### src/rtl/mac_pkg.sv
// ============================================================================
// Module      : mac_pkg
// Description : Shared types and constants for the MAC array feeder.
// Revision    : 1.0 - initial release
// ============================================================================
`default_nettype none

package mac_pkg;

  typedef enum logic [2:0] {
    IDLE     = 3'd0,
    PREFETCH = 3'd1,
    GAP      = 3'd2,
    CONV     = 3'd3,
    DRAIN    = 3'd4,
    FIN      = 3'd5
  } state_t;

  localparam int c_A_W = 16;
  localparam int c_W_W = 8;
  localparam int c_P_W = 40;

  // Cycles needed after the last vector until every PE has seen a zero.
  function automatic int drain_len(input int rows, input int cols);
    return rows + cols - 1;
  endfunction

endpackage

`default_nettype wire

### src/rtl/mac_array_feeder_skew.sv
// ============================================================================
// Module      : mac_skew_line
// Description : Enable-gated A_W-wide delay line of DEPTH stages (0 = wire).
// Revision    : 1.0 - initial release
// ============================================================================
`default_nettype none

module mac_skew_line #(
  parameter int A_W   = 16,
  parameter int DEPTH = 1
) (
  input  logic           clk,
  input  logic           rst_n,
  input  logic           en,
  input  logic [A_W-1:0] d,
  output logic [A_W-1:0] q
);

  if (DEPTH == 0) begin : g_wire
    logic w_unused;
    assign w_unused = &{1'b0, clk, rst_n, en};
    assign q = d;
  end else begin : g_shift
    logic [A_W-1:0] r_sr [DEPTH];

    always_ff @(posedge clk or negedge rst_n) begin
      if (!rst_n) begin
        for (int i = 0; i < DEPTH; i++) r_sr[i] <= '0;
      end else if (en) begin
        r_sr[0] <= d;
        for (int i = 1; i < DEPTH; i++) r_sr[i] <= r_sr[i-1];
      end
    end

    assign q = r_sr[DEPTH-1];
  end

endmodule

`default_nettype wire

### src/rtl/mac_array_feeder.sv
// ============================================================================
// Module      : mac_array_feeder
// Description : Loads a weight tile, streams skewed activations and drains a
//               weight-stationary MAC array. Optional MAC_FEEDER_STALL_CNT_EN
//               adds a 32-bit CONV stall counter output.
// Revision    : 1.0 - initial release
// ============================================================================
`default_nettype none

module mac_array_feeder
  import mac_pkg::*;
#(
  parameter int ROWS  = 3,
  parameter int COLS  = 3,
  parameter int A_W   = c_A_W,
  parameter int W_W   = c_W_W,
  parameter int P_W   = c_P_W,
  parameter int CNT_W = 16
) (
  input  logic                clk,
  input  logic                rst_n,
  input  logic                start,
  input  logic [CNT_W-1:0]    num_vec,
  input  logic                w_valid,
  output logic                w_ready,
  input  logic [COLS*W_W-1:0] w_data,
  input  logic                a_valid,
  output logic                a_ready,
  input  logic [ROWS*A_W-1:0] a_data,
  output logic                arr_prefetch,
  output logic                arr_conv,
  output logic [COLS*W_W-1:0] arr_w,
  output logic [ROWS*A_W-1:0] arr_a,
  output logic [COLS*P_W-1:0] arr_p,
  output logic                busy,
`ifdef MAC_FEEDER_STALL_CNT_EN
  output logic [31:0]         stall_cnt,
`endif
  output logic                done
);

  localparam int c_DRAIN  = drain_len(ROWS, COLS);
  localparam int c_DCNT_W = $clog2(c_DRAIN + 1);
  localparam int c_WCNT_W = $clog2(ROWS + 1);

  state_t                r_state;
  logic [CNT_W-1:0]      r_remain;
  logic [c_WCNT_W-1:0]   r_wcnt;
  logic [c_DCNT_W-1:0]   r_dcnt;
  logic                  r_w_ready;
  logic                  r_a_ready;
  logic                  r_prefetch;
  logic                  r_conv;
  logic                  r_busy;
  logic                  r_done;
  logic [COLS*W_W-1:0]   r_arr_w;

  logic w_drain;
  logic w_shift;

  assign w_drain = (r_state == DRAIN);
  // Skew lines move exactly when arr_conv is being loaded with 1.
  assign w_shift = (r_state == CONV && a_valid) || w_drain;

  always_ff @(posedge clk or negedge rst_n) begin
    if (!rst_n) begin
      r_state    <= IDLE;
      r_remain   <= '0;
      r_wcnt     <= '0;
      r_dcnt     <= '0;
      r_w_ready  <= 1'b0;
      r_a_ready  <= 1'b0;
      r_prefetch <= 1'b0;
      r_conv     <= 1'b0;
      r_busy     <= 1'b0;
      r_done     <= 1'b0;
      r_arr_w    <= '0;
    end else begin
      r_prefetch <= 1'b0;
      r_conv     <= 1'b0;
      r_done     <= 1'b0;
      case (r_state)
        IDLE: begin
          if (start) begin
            r_remain  <= num_vec;
            r_wcnt    <= '0;
            r_w_ready <= 1'b1;
            r_busy    <= 1'b1;
            r_state   <= PREFETCH;
          end
        end
        PREFETCH: begin
          if (w_valid) begin
            r_arr_w    <= w_data;
            r_prefetch <= 1'b1;
            if (r_wcnt == c_WCNT_W'(ROWS - 1)) begin
              r_wcnt    <= '0;
              r_w_ready <= 1'b0;
              r_state   <= GAP;
            end else begin
              r_wcnt <= r_wcnt + c_WCNT_W'(1);
            end
          end
        end
        GAP: begin
          if (r_remain == '0) begin
            r_done  <= 1'b1;
            r_state <= FIN;
          end else begin
            r_a_ready <= 1'b1;
            r_state   <= CONV;
          end
        end
        CONV: begin
          if (a_valid) begin
            r_conv   <= 1'b1;
            r_remain <= r_remain - CNT_W'(1);
            // Counting down to one keeps an all-ones job from wrapping.
            if (r_remain == CNT_W'(1)) begin
              r_a_ready <= 1'b0;
              r_dcnt    <= '0;
              r_state   <= DRAIN;
            end
          end
        end
        DRAIN: begin
          r_conv <= 1'b1;
          if (r_dcnt == c_DCNT_W'(c_DRAIN - 1)) begin
            r_dcnt  <= '0;
            r_done  <= 1'b1;
            r_state <= FIN;
          end else begin
            r_dcnt <= r_dcnt + c_DCNT_W'(1);
          end
        end
        FIN: begin
          r_busy  <= 1'b0;
          r_state <= IDLE;
        end
        default: r_state <= IDLE;
      endcase
    end
  end

  for (genvar r = 0; r < ROWS; r++) begin : g_row
    logic [A_W-1:0] w_head;
    logic [A_W-1:0] w_tail;
    logic [A_W-1:0] r_out;

    assign w_head = w_drain ? '0 : a_data[r*A_W +: A_W];

    mac_skew_line #(
      .A_W   (A_W),
      .DEPTH (r)
    ) u_skew (
      .clk   (clk),
      .rst_n (rst_n),
      .en    (w_shift),
      .d     (w_head),
      .q     (w_tail)
    );

    always_ff @(posedge clk or negedge rst_n) begin
      if (!rst_n)       r_out <= '0;
      else if (w_shift) r_out <= w_tail;
    end

    assign arr_a[r*A_W +: A_W] = r_out;
  end

`ifdef MAC_FEEDER_STALL_CNT_EN
  logic [31:0] r_stall;

  always_ff @(posedge clk or negedge rst_n) begin
    if (!rst_n)                                         r_stall <= '0;
    else if (r_state == IDLE && start)                  r_stall <= '0;
    else if (r_state == CONV && !a_valid && r_stall != '1) r_stall <= r_stall + 32'd1;
  end

  assign stall_cnt = r_stall;
`endif

  assign w_ready      = r_w_ready;
  assign a_ready      = r_a_ready;
  assign arr_prefetch = r_prefetch;
  assign arr_conv     = r_conv;
  assign arr_w        = r_arr_w;
  assign arr_p        = '0;
  assign busy         = r_busy;
  assign done         = r_done;

endmodule

`default_nettype wire

### config.mk
export PLATFORM = sky130hd
export DESIGN_NAME = mac_array_feeder
export DESIGN_NICKNAME = d
export VERILOG_FILES = /design/src/rtl/mac_pkg.sv /design/src/rtl/mac_array_feeder_skew.sv /design/src/rtl/mac_array_feeder.sv
export SDC_FILE = /design/constraint.sdc
export NUM_CORES = 1
export LEC_CHECK = 0
export CAP_MARGIN = 20
export CORE_MARGIN = 4
export CORE_UTILIZATION = 25
export DETAILED_ROUTE_END_ITERATION = 7
export RECOVER_POWER = 100
export SLEW_MARGIN = 10
export SYNTH_ARGS = -nofsm -noshare
export SYNTH_HDL_FRONTEND = slang
export SYNTH_SLANG_ARGS = --single-unit
### constraint.sdc
create_clock -name clk -period 2.48 [get_ports clk]
set_input_delay 0.248 -clock clk [delete_from_list [all_inputs] [get_ports clk]]
set_output_delay 0.248 -clock clk [all_outputs]
set_load 0.01 [all_outputs]
==> Yosys cells after proc, flatten, opt, wreduce, memory -nomap -nowiden <==
Cells that the tools add are included.
W data, S select, Z words.
{ "word_totals": {"ram_bits": 0, "input_bits": 93, "output_inout_bits": 198, "latch_bits": 0, "rom_bits": 0, "register_bits": 150, "n_memories": 0} }
{ "op_classes": {"add_sub_neg": 3, "bitwise": 0, "magnitude_cmp": 0, "mux": 38, "multipliers": 0, "shifts": 0, "eq_ne": 15, "div": 0, "n_reduce_logical": 17} }
{ "ops": {"columns": ["operator", "count"], "rows": [
  ["$mux W16", 5],
  ["$pmux W16 S2", 1],
  ["$mux W3", 10],
  ["$eq A16 B1 Y1 const B", 1],
  ["$logic_not A16 Y1", 1],
  ["$sub A16 B1 Y16 const B", 1],
  ["$pmux W3 S5", 1],
  ["$mux W1", 11],
  ["$ne A2 B2 Y1 const B", 5],
  ["$pmux W1 S2", 5],
  ["$reduce_bool A2 Y1", 5],
  ["$eq A3 B3 Y1 const B", 3],
  ["$reduce_and A3 Y1", 3],
  ["$reduce_and A4 Y1", 2],
  ["$eq A3 B2 Y1 const B", 2],
  ["$mux W2", 3],
  ["$pmux W3 S2", 1],
  ["$reduce_and A6 Y1", 1],
  ["$ne A2 B1 Y1 const B", 2],
  ["$pmux W2 S2", 1],
  ["$reduce_and A2 Y1", 2],
  ["$add A3 B1 Y3 const B", 1],
  ["$eq A3 B1 Y1 const B", 1],
  ["$logic_not A3 Y1", 1],
  ["other kinds (4)", 4]
]} }

==> Longest topological paths before layout <==
Gate-level depths: netlist of the first run.
{ "depth": {"ltp_word": 4, "depth_mapped": 7, "mapped_depth_nobuf": 6} }

==> Cells and area by module <==
A second synthesis of the first run with hierarchy kept.
{ "unflattened": {"cells_unflattened": 669, "area_unflattened_um2": 7968.9} }
{ "by_module_without_submodules": {"columns": ["mod", "cells_per_inst", "area_per_inst_um2", "instances"], "rows": [
  ["mac_array_feeder", 535, 5734.2, 1],
  ["mac_skew_line (g_row[2].u_skew)", 84, 1465.2, 1],
  ["mac_skew_line (g_row[1].u_skew)", 34, 649.4, 1],
  ["mac_skew_line (g_row[0].u_skew)", 16, 120.1, 1]
]} }

==> Worst setup path after synthesis of the first run <==
Ideal clock, no wire load.
{ "synth_path": {"kind": "register to register", "start": "register r_remain[6]", "end": "register r_dcnt[2]", "arrival_time_ns": 1.624, "setup_time_ns": 0.124, "path_buffers": 0, "path_stages_with_launch": 5, "path_slack_ns": 0.732, "cell_sequence": "dfrtp_1 -> nor4_4 -> and4_2 -> a31oi_1 -> a211o_1"} }
{ "synth_between": {"elab_chain_len": 3} }
{ "synth_rtl": {"columns": ["item", "line", "text"], "rows": [
  ["from (decl)", "mac_array_feeder.sv:47", "logic [CNT_W-1:0] r_remain;"],
  ["from (signal assigned)", "mac_array_feeder.sv:85", "r_remain <= num_vec;"],
  ["from (signal assigned)", "mac_array_feeder.sv:117", "r_remain <= r_remain - CNT_W'(1);"],
  ["$eq A16 B1 Y1", "mac_array_feeder.sv:119", "if (r_remain == CNT_W'(1)) begin"],
  ["$ne A2 B1 Y1 (no source line)", null, null],
  ["$reduce_and A3 Y1 (no source line)", null, null],
  ["to (signal assigned)", "mac_array_feeder.sv:133", "r_dcnt <= r_dcnt + c_DCNT_W'(1);"],
  ["to (decl)", "mac_array_feeder.sv:49", "logic [c_DCNT_W-1:0] r_dcnt;"]
]} }
No other way between the ends.
A chain may end at the register's enable or synchronous reset.

==> Worst setup path in the final report of the first run <==
{ "layout_path": {"start": "register r_state[0]", "end": "register r_remain[1]"} }
{ "layout_between": {"elab_chain_len": 3, "word_cells_on_any_way": 7, "cone_classes": "3 x eq/ne; 1 x mux; 3 x reduce/logical"} }
{ "layout_rtl": {"columns": ["item", "line", "text"], "rows": [
  ["from (decl)", "mac_array_feeder.sv:46", "state_t r_state;"],
  ["from (signal assigned)", "mac_array_feeder.sv:67", "r_state <= IDLE;"],
  ["from (signal assigned)", "mac_array_feeder.sv:89", "r_state <= PREFETCH;"],
  ["from (signal assigned)", "mac_array_feeder.sv:99", "r_state <= GAP;"],
  ["$eq A3 B2 Y1 or $logic_not A3 Y1 (tied branches)", "mac_array_feeder.sv:82", "case (r_state)"],
  ["$ne A2 B2 Y1 (no source line) or $reduce_bool A2 Y1 (tied branches)", null, null],
  ["$reduce_and A3 Y1 (no source line)", null, null]
]} }
Parallel ways exist; a longest one is shown, timed or not.

==> results of run 1 <==
cells by family after synthesis:
logic type,share of synthesized area [%]
and+or+nand+nor,11.5
DFF,51.8
adders and majority gates,0.691
AOI/OAI and AO/OA,9.31
muxes,11.5
other,0.0518
buffers and inverters,15.1
critical path: cells and delay by family (launching register included):
family          cells  cell delay (ps)
simple gates        2              950
flops               1              540
compound gates      2              300
buf+inv             1              260
registers in the layout, summed over array words and instances, names as in the netlist, 2 cells and up:
| name | count |
|---|---|
| g_row.u_skew.g_shift.r_sr | 16 |
| arr_w | 24 |
| r_remain | 16 |
| g_row.r_out | 48 |
| r_dcnt | 3 |
| r_state | 3 |
| r_wcnt | 2 |
| g_row.u_skew.q | 32 |
metrics by stage:
step	util [%]	cells	area (um^2)	worst slack, ps	hold WS (ps)
6_report	33.6	1255	9610	304	365
5_1_grt	33.6	1255	9610	151	341
2_1_floorplan	-	798	7690	732	-47.6
4_1_cts	33.8	1255	9670	484	335
3_5_place_dp	31.7	1222	9080	400	273
3_3_place_gp	31.7	1222	9080	444	274
worst paths after layout:
path,endpoint
min reg2reg,g_row[2].r_out[15]
min in group asynchronous,g_row[1].u_skew.q[7]
max in group asynchronous,r_state[2]
max reg2reg,r_remain[1]
min,g_row[0].r_out[5]
max,r_remain[1]
per-layer routing:
| layer | GRT usage (%) | vias to the layer above | part of all wire [%] |
|---|---|---|---|
| met5 | 0 | - | 0 |
| met4 | 3.55 | 0 | 1.4 |
| met3 | 3.96 | 17 | 8.7 |
| met2 | 17.5 | 190 | 47 |
| met1 | 13.7 | 2508 | 42 |
| li1 | - | 2444 | - |
layout make-up:
class	instances	area [um^2]	area share [%]
sequential	150	3750	39.1
multi-input combinational	484	2850	29.6
timing repair buffer	196	1910	19.9
tap	384	480	5.00
clock buffer	17	425	4.43
clock inverter	15	155	1.62
inverter	9	33.8	0.352
synth_stat cells (3+ instances only):
library cell,number,area share [%]
dfrtp_1,150,52
buf_4,120,12
nand2_1,108,5.6
mux2_2,73,11
a21oi_1,62,4.3
nor2_1,18,0.93
o21ai_0,17,1.2
buf_2,16,1.1
clkbuf_1,16,0.83
inv_1,9,0.47
nand3_1,8,0.55
a2bb2oi_1,6,0.73
o22ai_1,5,0.43
and3_1,4,0.35
ha_1,4,0.69
o211ai_1,4,0.41
a22o_1,3,0.36
a31oi_1,3,0.26
nand3b_1,3,0.31
nor3_1,3,0.21
nor4_1,3,0.26
o31a_1,3,0.36
or3_1,3,0.26
what timing repair did:
| action | CTS | global route |
|---|---|---|
| endpoints found under the hold margin | 54 | 0 |
| hold buffers | 1 | 0 |
| endpoints found under the setup margin | 0 | 0 |
power groups by stage:
stage          logic [mW]  clock network [mW]  registers (mW)
3_3_place_gp         1.23                   0            2.99
6_report             1.19                2.57            2.95
2_1_floorplan       0.741                   0            3.00
3_5_place_dp         1.25                   0            3.00
4_1_cts              1.25                2.68            2.96
5_1_grt              1.32                2.79            2.99
==> impl_results.md, run 1 <==
* Worst vdd ir at 0.328 mV
* Vias in the first global route at 5065
* Top FF cell, synth: dfrtp_1
* Critical path startpoint: r_state[0]
* Final nets at 955
* Largest stage delay, worst path at 720 ps
* Cell count after synthesis at 679
* Starting Density at 25.3%
* Critical-path maximum fanout at 13
* Starting DRT DRC Count at about 320
* Seq/Total Area, Yosys at 51.8%
* #FFs+latches synth at 150
* Arrival @ worst endpoint at 2480 ps
* I/O pins at 291
* H-tree depth at 4
* # resized after CTS at 0
* Drt drc at 0
* # diodes at 0
* Die area at roughly 32000 um^2
* Switching power at 2.04 mW
* Post-route ant nets at 0
* Wire per inst at 14.1 um
* Ys Warns at 0
* Total gr overflow at 0
* Fillers at roughly 2.9k
* Async S/R FF share, synth at 100%
* Max Root-Sink Buffers at 2
* Final setup skew at about 13 ps
* Worst-margin pin slew at 1540 ps
* Highest clock rate at 0.460 GHz
* RSZ-0062 raised after global routing: false
* Worst hold path type: in -> reg
* Die width at roughly 180 um
* DP HPWL at 12600 um
* Net Sw Frac at 30.4%
* Final Hold Viols at 0
* Violated checks: max-capacitance violations, max-slew violations
* Clk_lat worst skew at 420 ps
* Leading cell types in the layout, fill and taps excluded: 150 x dfrtp_1, 120 x conb_1, 108 x nand2_1
* Post-Route WL at between 15000 and 20000 um
* Rel. slew slack at -2.64%
* Final period util at 87.7%
* Port bufs at 170
* Critical path endpoint category: flop
* Core area at 28600 um^2
* Clock network power share at 38.3%
* LEAKAGE at 4.41 nW
* Sink Count at 150
* Layout cells sized above 1 at between 10% and 20%
* Slew Limit Fails at 57
* Flop pwr share at 43.9%
* Post-DR vias/cell at 4.11
* Post-synth cell types at 55
* Number of synthesized flops with an enable pin at 0
* Total power at roughly 6.7 mW
* Design internal power at 4.67 mW
* P&R area growth vs syn at 32.6%
* Hold path start: a_data[5]
* PD cells at ~700 nW/um^2
* Critical path class: reg -> reg
* Largest net degree at the start of global routing at 59
* Rows at 62
* Worst reg-to-reg path cell count at 5
* CP Launch Type: flop
* WP data required at about 2800 ps
* Reg-to-reg startpoint: r_state[0]
* Clock Tree Root: clkbuf_16
* Worst hold path depth at 3
* Commonest non-fill, non-tap cell in the layout: dfrtp_1
* Min Tclk post-route at 2180 ps
* Status: complete, but fails checks
* First-pass DRT Iterations at 4
* Reg clk slew, reported paths at 70 ps
* Vias post-DR at slightly above 5k
* RD Place Congestion at 0.758
* Mean Syn Cell Area at 10.7 um^2
* Netlist Area Pre-Place at 7240 um^2
* Comb pwr share at 17.8%
* # setup viols final at 0
* Final setup TNS at 0 ps
* Crit path cell chain: nor4b_2, nor2_1, clkbuf_2, a211oi_1, a21oi_1
* Initial antenna violation count at 0
* CTS tree: done
* Gr usage total at 10.9%
* Slowest CP cell: nor4b_2
* Max Cap Viol at 1
* Die height at 178 um
* First-pass GRT wire length at 27200 um
* TritonCTS Buffers at 17
* Postcts setup bufs at 0
* R2R setup slack at 300 ps
Power figures use the tool's default switching activity.
==> run 2, diff against run 1 <==
--- a/config.mk
+++ b/config.mk
@@ -13,4 +13,5 @@
 export SLEW_MARGIN = 10
 export SYNTH_ARGS = -nofsm -noshare
 export SYNTH_HDL_FRONTEND = slang
+export SYNTH_HIERARCHICAL = 1
 export SYNTH_SLANG_ARGS = --single-unit
==> run 2 against run 1 <==
  * The flow finishes with violations (max-capacitance violations)
  * Final cell count shrank 1.8%
  * Power grew 65%
  * Non-clock buffer count shrank 3
  * Clock skew shrank 6.0 ps
  * Wire length shrank 6.1%
  * Utilization shrank 2.1 points
  * Global-route usage shrank 1.4 points
  * Fmax grew 0.39%
  * Sequential power grew 47%
  * Synthesized cell count shrank 1.5%
==> impl_results.md, run 2 <==
* RD Place Congestion at 0.767 (+1.1%)
* Drt drc at 0 (unchanged)
* Port bufs at 170 (unchanged)
* Slew Limit Fails at 0 (-100%)
* Most common library cells after synthesis: 153 x buf_4, 150 x dfrtp_1, 72 x mux2_1, 49 x and2_1, 40 x mux2_4
* Max Cap Viol at 1 (unchanged)
* Reg clk slew, reported paths at 70 ps (about the same)
* Post-DR vias/cell at 3.94 (-4.0%)
* P&R area growth vs syn at 24.2%
* Final setup skew at 7.11 ps (-6.05 ps)
* Top reg by flops: g_row.r_out
* Final Hold Viols at 0 (unchanged)
* Worst-margin pin slew at 1490 ps (-45.6 ps)
* Top FF cell, synth: dfrtp_1
* Die area at 34800 um^2 (+9.6%)
* PD cells at 1120 nW/um^2 (+60%)
* Post-route ant nets at 0 (unchanged)
* Vias post-DR at 4864 (-5.7%)
* Starting Density at 25.3% (about the same)
* Crit path cell chain: and3b_1, nand2_1, nand2_4, clkbuf_1, mux2_2
* Starting DRT DRC Count at 214 (-34%)
* Initial antenna violation count at 1 (+1)
* Critical path endpoint category: flop
* Violated checks: max-capacitance violations
* I/O pins at 291 (unchanged)
* Mean Syn Cell Area at 11.9 um^2 (+12%)
* Largest net degree at the start of global routing at 60 (+1.7%)
* Number of synthesized flops with an enable pin at 0 (unchanged)
* WP data required at 2790 ps (about the same)
* Post-Route WL at 16700 um (-6.1%)
* # setup viols final at 0 (unchanged)
* Sink Count at 150 (unchanged)
* Top delay family on crit path: simple AND/OR/NAND/NOR gates
* Clk_lat worst skew at 430 ps (about the same)
* Most common cell in the netlist: buf_4
* Leading cell types in the layout, fill and taps excluded: 150 x dfrtp_1, 120 x conb_1, 102 x mux2_1
* Layout cells sized above 1 at 8.90% (-6.7 points)
* Met3 usage at 3.37% (-0.60 points)
* Grt met1 use at 12.2% (-1.5 points)
* Seq/Total Area, Yosys at 47.1% (-4.7 points)
* Total gr overflow at 0 (unchanged)
* Final period util at 87.4% (-0.34 points)
* Max reg flops at 48 (unchanged)
* Share of the synthesized area in the top cell type at 47.1% (-4.7 points)
* Arrival @ worst endpoint at 2480 ps (about the same)
* CTS tree: done
* First-pass GRT wire length at 26600 um (-2.0%)
* Crit path buffers/inverters at 1 (unchanged)
* Rel. slew slack at 0.402% (+3.0 points)
* Final setup TNS at 0 ps (unchanged)
* Critical-path maximum fanout at 19 (+6)
* Gr usage total at 9.54% (-1.4 points)
* Cell count after synthesis at 669 (-1.5%)
* Ys Warns at 6 (+6)
* Worst hold slack at 411 ps (+46.2 ps)
* Die width at 187 um (+4.7%)
* Highest clock rate at 0.461 GHz (+0.39%)
* Max Root-Sink Buffers at 2 (unchanged)
* TritonCTS Buffers at 17 (unchanged)
* Top cells by area, synth: dfrtp_1 47%, buf_4 14%, mux2_1 10%, mux2_4 7.5%, and2_1 3.8%
* Worst vdd ir at 0.465 mV (+42%)
* Area of the multi-input gates at 3150 um^2 (+11%)
* Synth area leader: dfrtp_1
* First-pass DRT Iterations at 4 (unchanged)
* H-tree depth at 4 (unchanged)
* Wire per inst at 13.5 um (-4.5%)
* Met2 Resource Use GR at 15.0% (-2.5 points)
* Netlist Area Pre-Place at 7970 um^2 (+10%)
* Clock Tree Root: clkbuf_16
* # diodes at 0 (unchanged)
* Min Tclk post-route at 2170 ps (-8.35 ps)
* Vias in the first global route at 4862 (-4.0%)
* RSZ-0062 raised after global routing: false
* Largest stage delay, worst path at 560 ps (-160 ps)
* Slowest CP cell: dfrtp_1
* Total power at 11.1 mW (+65%)
* Rows at 65 (+4.8%)
* Worst hold path type: in -> reg
* LEAKAGE at 4.25 nW (-3.7%)
* Top Usage Layer GRT: met2
* Commonest non-fill, non-tap cell in the layout: dfrtp_1
* Post-synth cell types at 57 (+3.6%)
* Fillers at 3219 (+11%)
* CP Launch Type: flop
* # resized after CTS at 0 (unchanged)
* Status: complete, but fails checks
* Die height at 187 um (+4.7%)
* DP HPWL at 12100 um (-3.9%)
* Async S/R FF share, synth at 100% (unchanged)
* Final nets at 915 (-4.2%)
* #FFs+latches synth at 150 (unchanged)
* FF/Latch Area at 3750 um^2 (unchanged)
* Critical path class: reg -> reg
* Core area at 31500 um^2 (+10%)
==> run 2: changes by cell type after synthesis, sizes merged, moves of 3 or more <==
cell / before / now
mux2: 73 / 120
clkbuf: 16 / 9
nand2: 108 / 14
o31a: 3 / 0
buf: 139 / 173
a21oi: 62 / 21
nand3: 8 / 13
and2: 1 / 50
or3: 3 / 0
o22ai: 5 / 2
o22a: 0 / 6
a2bb2oi: 6 / 2
==> run 2: cell families after synthesis <==
logic type               after synthesis  share of synthesized area (%)
buffers and inverters                192                           17.6
other                                  1                         0.0471
multiplexers                         122                           19.1
AO/OA/AOI/OAI                         67                           5.45
adder cells (fa/ha/maj)                4                          0.628
flip-flops                           150                           47.1
AND/OR/NAND/NOR                      133                           10.1
==> run 2: timing repair <==
item                                   4_1_cts  5_1_grt
endpoints found under the hold margin       57        0
buffers inserted                             0        0
hold buffers                                 1        0
==> run 2: worst paths after layout <==
kind,slack [ps],endpoint,start,cells past startpoint
worst max register to register,310,g_row[1].u_skew/q[13],r_state[1],5
worst max-delay path,310,g_row[1].u_skew/q[13],r_state[1],5
worst min register to register,470,w_ready,w_ready,1
min in group asynchronous,730,arr_w[10],rst_n,2
worst min-delay path,410,arr_w[3],w_data[3],2
max in group asynchronous,590,g_row[1].u_skew/q[7],rst_n,3
==> run 2: metal layers <==
layer,up-vias,part of all wire (%)
met5,-,0.078
met4,2,1.5
met3,20,7.2
met2,175,47
met1,2342,45
li1,2325,-
==> run 2: cell type report <==
type                    count  area share (%)
clock buffers              18            4.34
clock inverters            14            1.43
inverters                  10           0.379
multi-input cells         446            31.8
flip-flops and latches    150            37.9
well taps                 402            5.08
repair buffers            193            19.0
==> run 2: power by group <==
part           leakage [nW]  switching [mW]  internal (mW)  total (mW)
sequential             1.74           0.688           3.64        4.33
combinational          2.23            1.94           2.26        4.20
clock                 0.272            1.12           1.41        2.53
==> run 2: per-stage QoR <==
step / cell area [um^2] / std cells / utilization, % / setup slack, ps
after floorplan: 8420 / 788 / - / 556
after global placement: 9480 / 1200 / 30.1 / 357
after detailed placement: 9480 / 1200 / 30.1 / 379
after CTS: 10100 / 1233 / 32.0 / 354
after global routing: 9900 / 1233 / 31.4 / 159
final: 9900 / 1233 / 31.4 / 313
==> run 3, diff against run 2 <==
--- a/config.mk
+++ b/config.mk
@@ -9,7 +9,9 @@
 export CORE_MARGIN = 4
 export CORE_UTILIZATION = 25
 export DETAILED_ROUTE_END_ITERATION = 7
+export PLACE_DENSITY = 0.48
 export RECOVER_POWER = 100
+export SKIP_CTS_REPAIR_TIMING = 1
 export SLEW_MARGIN = 10
 export SYNTH_ARGS = -nofsm -noshare
 export SYNTH_HDL_FRONTEND = slang
==> run 3 against run 2 <==
  * Sequential cell count is the same
  * Critical path depth is the same
  * Wire length grew 3.2%
  * Setup slack lost 24 ps
  * Global-route usage grew 0.29 points
  * The flow now finishes without violations
  * Combinational power grew 4%
  * Register-to-register slack lost 20 ps
  * Clock skew grew 2.8 ps
==> impl_results.md, run 3 (synthesized netlist as in run 2, its figures left out) <==
* Vias post-DR at 4896 (+0.66%)
* Post-route cell area at 10000 um^2 (+1.1%)
* Die width at 187 um (unchanged)
* Post-route setup slack at 289 ps (-23.8 ps)
* Rel. slew slack at 6.12% (+5.7 points)
* Top reg by flops: g_row.r_out
* Layout cells sized above 1 at 10.3% (+1.4 points)
* Highest Signal Layer: met5
* Final nets at 915 (unchanged)
* Port bufs at 170 (unchanged)
* Leading cell types in the layout, fill and taps excluded: 150 x dfrtp_1, 120 x conb_1, 91 x clkdlybuf4s50_1
* Rows at 65 (unchanged)
* LEAKAGE at 4.31 nW (+1.5%)
* Slowest CP cell: dfrtp_1
* Area of the multi-input gates at 3180 um^2 (+0.95%)
* Clock network power share at 24.5% (+1.6 points)
* First-pass GRT wire length at 27700 um (+4.0%)
* Post-Route WL at 17200 um (+3.2%)
* Status: finished, final reports clean
* Design internal power at 7.75 mW (+5.9%)
* Met3 WL post-DR at 1140 um (-5.3%)
* Final setup skew at 9.89 ps (+2.78 ps)
* Drt drc at 0 (unchanged)
* Post-route ant nets at 0 (unchanged)
* Clock Tree Root: clkbuf_16
* CP Launch Type: flop
* Vias in the first global route at 5054 (+3.9%)
* RD Place Congestion at 0.730 (-4.8%)
* # setup viols final at 0 (unchanged)
* Reg clk slew, reported paths at 70 ps (about the same)
* WP data required at 2780 ps (about the same)
* Final Hold Viols at 0 (unchanged)
* TritonCTS Buffers at 17 (unchanged)
* Highest clock rate at 0.456 GHz (-1.1%)
* Met2 wire len at 8240 um (+6.3%)
* Final period util at 88.4% (+0.96 points)
* Area after DPL at 9480 um^2 (unchanged)
* Die area at 34800 um^2 (unchanged)
* RSZ-0062 raised after global routing: false
* Final core utilization at 31.8% (+0.35 points)
* WL met1 at 7590 um (+2.2%)
* Net Sw Frac at 32.2% (-1.7 points)
* Largest net degree at the start of global routing at 52 (-13%)
* Core area at 31500 um^2 (unchanged)
* First-pass DRT Iterations at 4 (unchanged)
* I/O pins at 291 (unchanged)
* Max Root-Sink Buffers at 2 (unchanged)
* Sink Count at 150 (unchanged)
* Fillers at 3246 (+0.84%)
* Starting DRT DRC Count at 202 (-5.6%)
* Critical path class: reg -> reg
* Switching power at 3.68 mW (-1.8%)
* Clk_lat worst skew at 430 ps (about the same)
* Commonest non-fill, non-tap cell in the layout: dfrtp_1
* Comb pwr share at 38.0% (about the same)
* Final setup TNS at 0 ps (unchanged)
* Worst slack, placed at 266 ps (-113 ps)
* Gr usage total at 9.82% (+0.29 points)
* Min Tclk post-route at 2190 ps (+23.8 ps)
* Starting Density at 25.3% (unchanged)
* CTS tree: done
* Critical path endpoint category: flop
* Slew Limit Fails at 0 (unchanged)
* Worst-margin pin slew at 1410 ps (-85.8 ps)
* Die height at 187 um (unchanged)
* Max Cap Viol at 0 (-1)
* Initial antenna violation count at 1 (unchanged)
* Critical-path maximum fanout at 15 (-4)
* Worst hold path type: in -> reg
* H-tree depth at 4 (unchanged)
* Largest stage delay, worst path at 510 ps (-50 ps)
* Flop pwr share at 37.5% (-1.6 points)
* DP HPWL at 12500 um (+3.2%)
* Total gr overflow at 0 (unchanged)
* Wire per inst at 13.9 um (+3.2%)
* Total power at 11.4 mW (+3.3%)
* P&R area growth vs syn at 25.6%
* Worst vdd ir at 0.435 mV (-6.4%)
* Crit path cell chain: and3b_1, nand2_1, nand2_2, buf_4, mux2_1
* FF/Latch Area at 3750 um^2 (unchanged)
* PD cells at 1140 nW/um^2 (+2.2%)
* Max reg flops at 48 (unchanged)
* Arrival @ worst endpoint at 2490 ps (about the same)
* Post-DR vias/cell at 3.97 (+0.66%)
* # diodes at 0 (unchanged)
## run 3: cell count changes in the layout (fill, tap and decap cells not counted), moves of 3 or more
cell,before,now
and2_1,44,34
inv_6,5,2
and2_0,6,16
bufinv_16,1,4
mux2_1,102,90
mux2_4,10,22
## run 3: cell type report
cell class / instances / share of cell area, %
clock buffer: 18 / 4.39
clock inverter: 14 / 2.00
inverter: 10 / 0.375
multi-input combinational: 446 / 31.8
sequential: 150 / 37.5
tap: 402 / 5.03
timing repair buffer: 193 / 18.9
## run 3: path summary, 6_finish.rpt
kind                       depth (start not counted)         startpoint  slack [ps]                    to
min reg2reg                                        1  g_row[1].r_out[8]         470     g_row[1].r_out[8]
min                                                3         num_vec[0]         410           r_remain[0]
min in group asynchronous                          2              rst_n         690           r_remain[9]
max                                                5         r_state[2]         290  g_row[2].u_skew/q[8]
max reg2reg                                        5         r_state[2]         290  g_row[2].u_skew/q[8]
max in group asynchronous                          3              rst_n         520             arr_w[13]
## run 3: power groups by stage
stage | combinational, mW | clock, mW | sequential (mW)
global route | 4.76 | 3.01 | 4.47
floorplan | 2.94 | 0 | 4.56
CTS | 4.88 | 2.92 | 4.37
global placement | 4.81 | 0 | 4.38
finish | 4.35 | 2.80 | 4.28
detailed placement | 4.87 | 0 | 4.40
## run 3: metrics by stage
| stage | std cells | hold slack, ps |
|---|---|---|
| after floorplan | 788 | -47.6 |
| after global placement | 1200 | 246 |
| after detailed placement | 1200 | 244 |
| after CTS | 1232 | -227 |
| after global routing | 1233 | 409 |
| final | 1233 | 411 |
## run 3: worst max-delay path, delay by kind of cell, from the launching register on
family,cells,cell delay [ps]
multiplexers,1,340
flip-flops,1,510
AND/OR/NAND/NOR,3,930
buffers and inverters,1,280
## run 3: routing by layer
layer / vias up / global-route usage (%)
met1: 2386 / 12.4
met3: 13 / 3.24
met2: 175 / 15.9
li1: 2320 / -
met5: - / 0
met4: 2 / 3.33
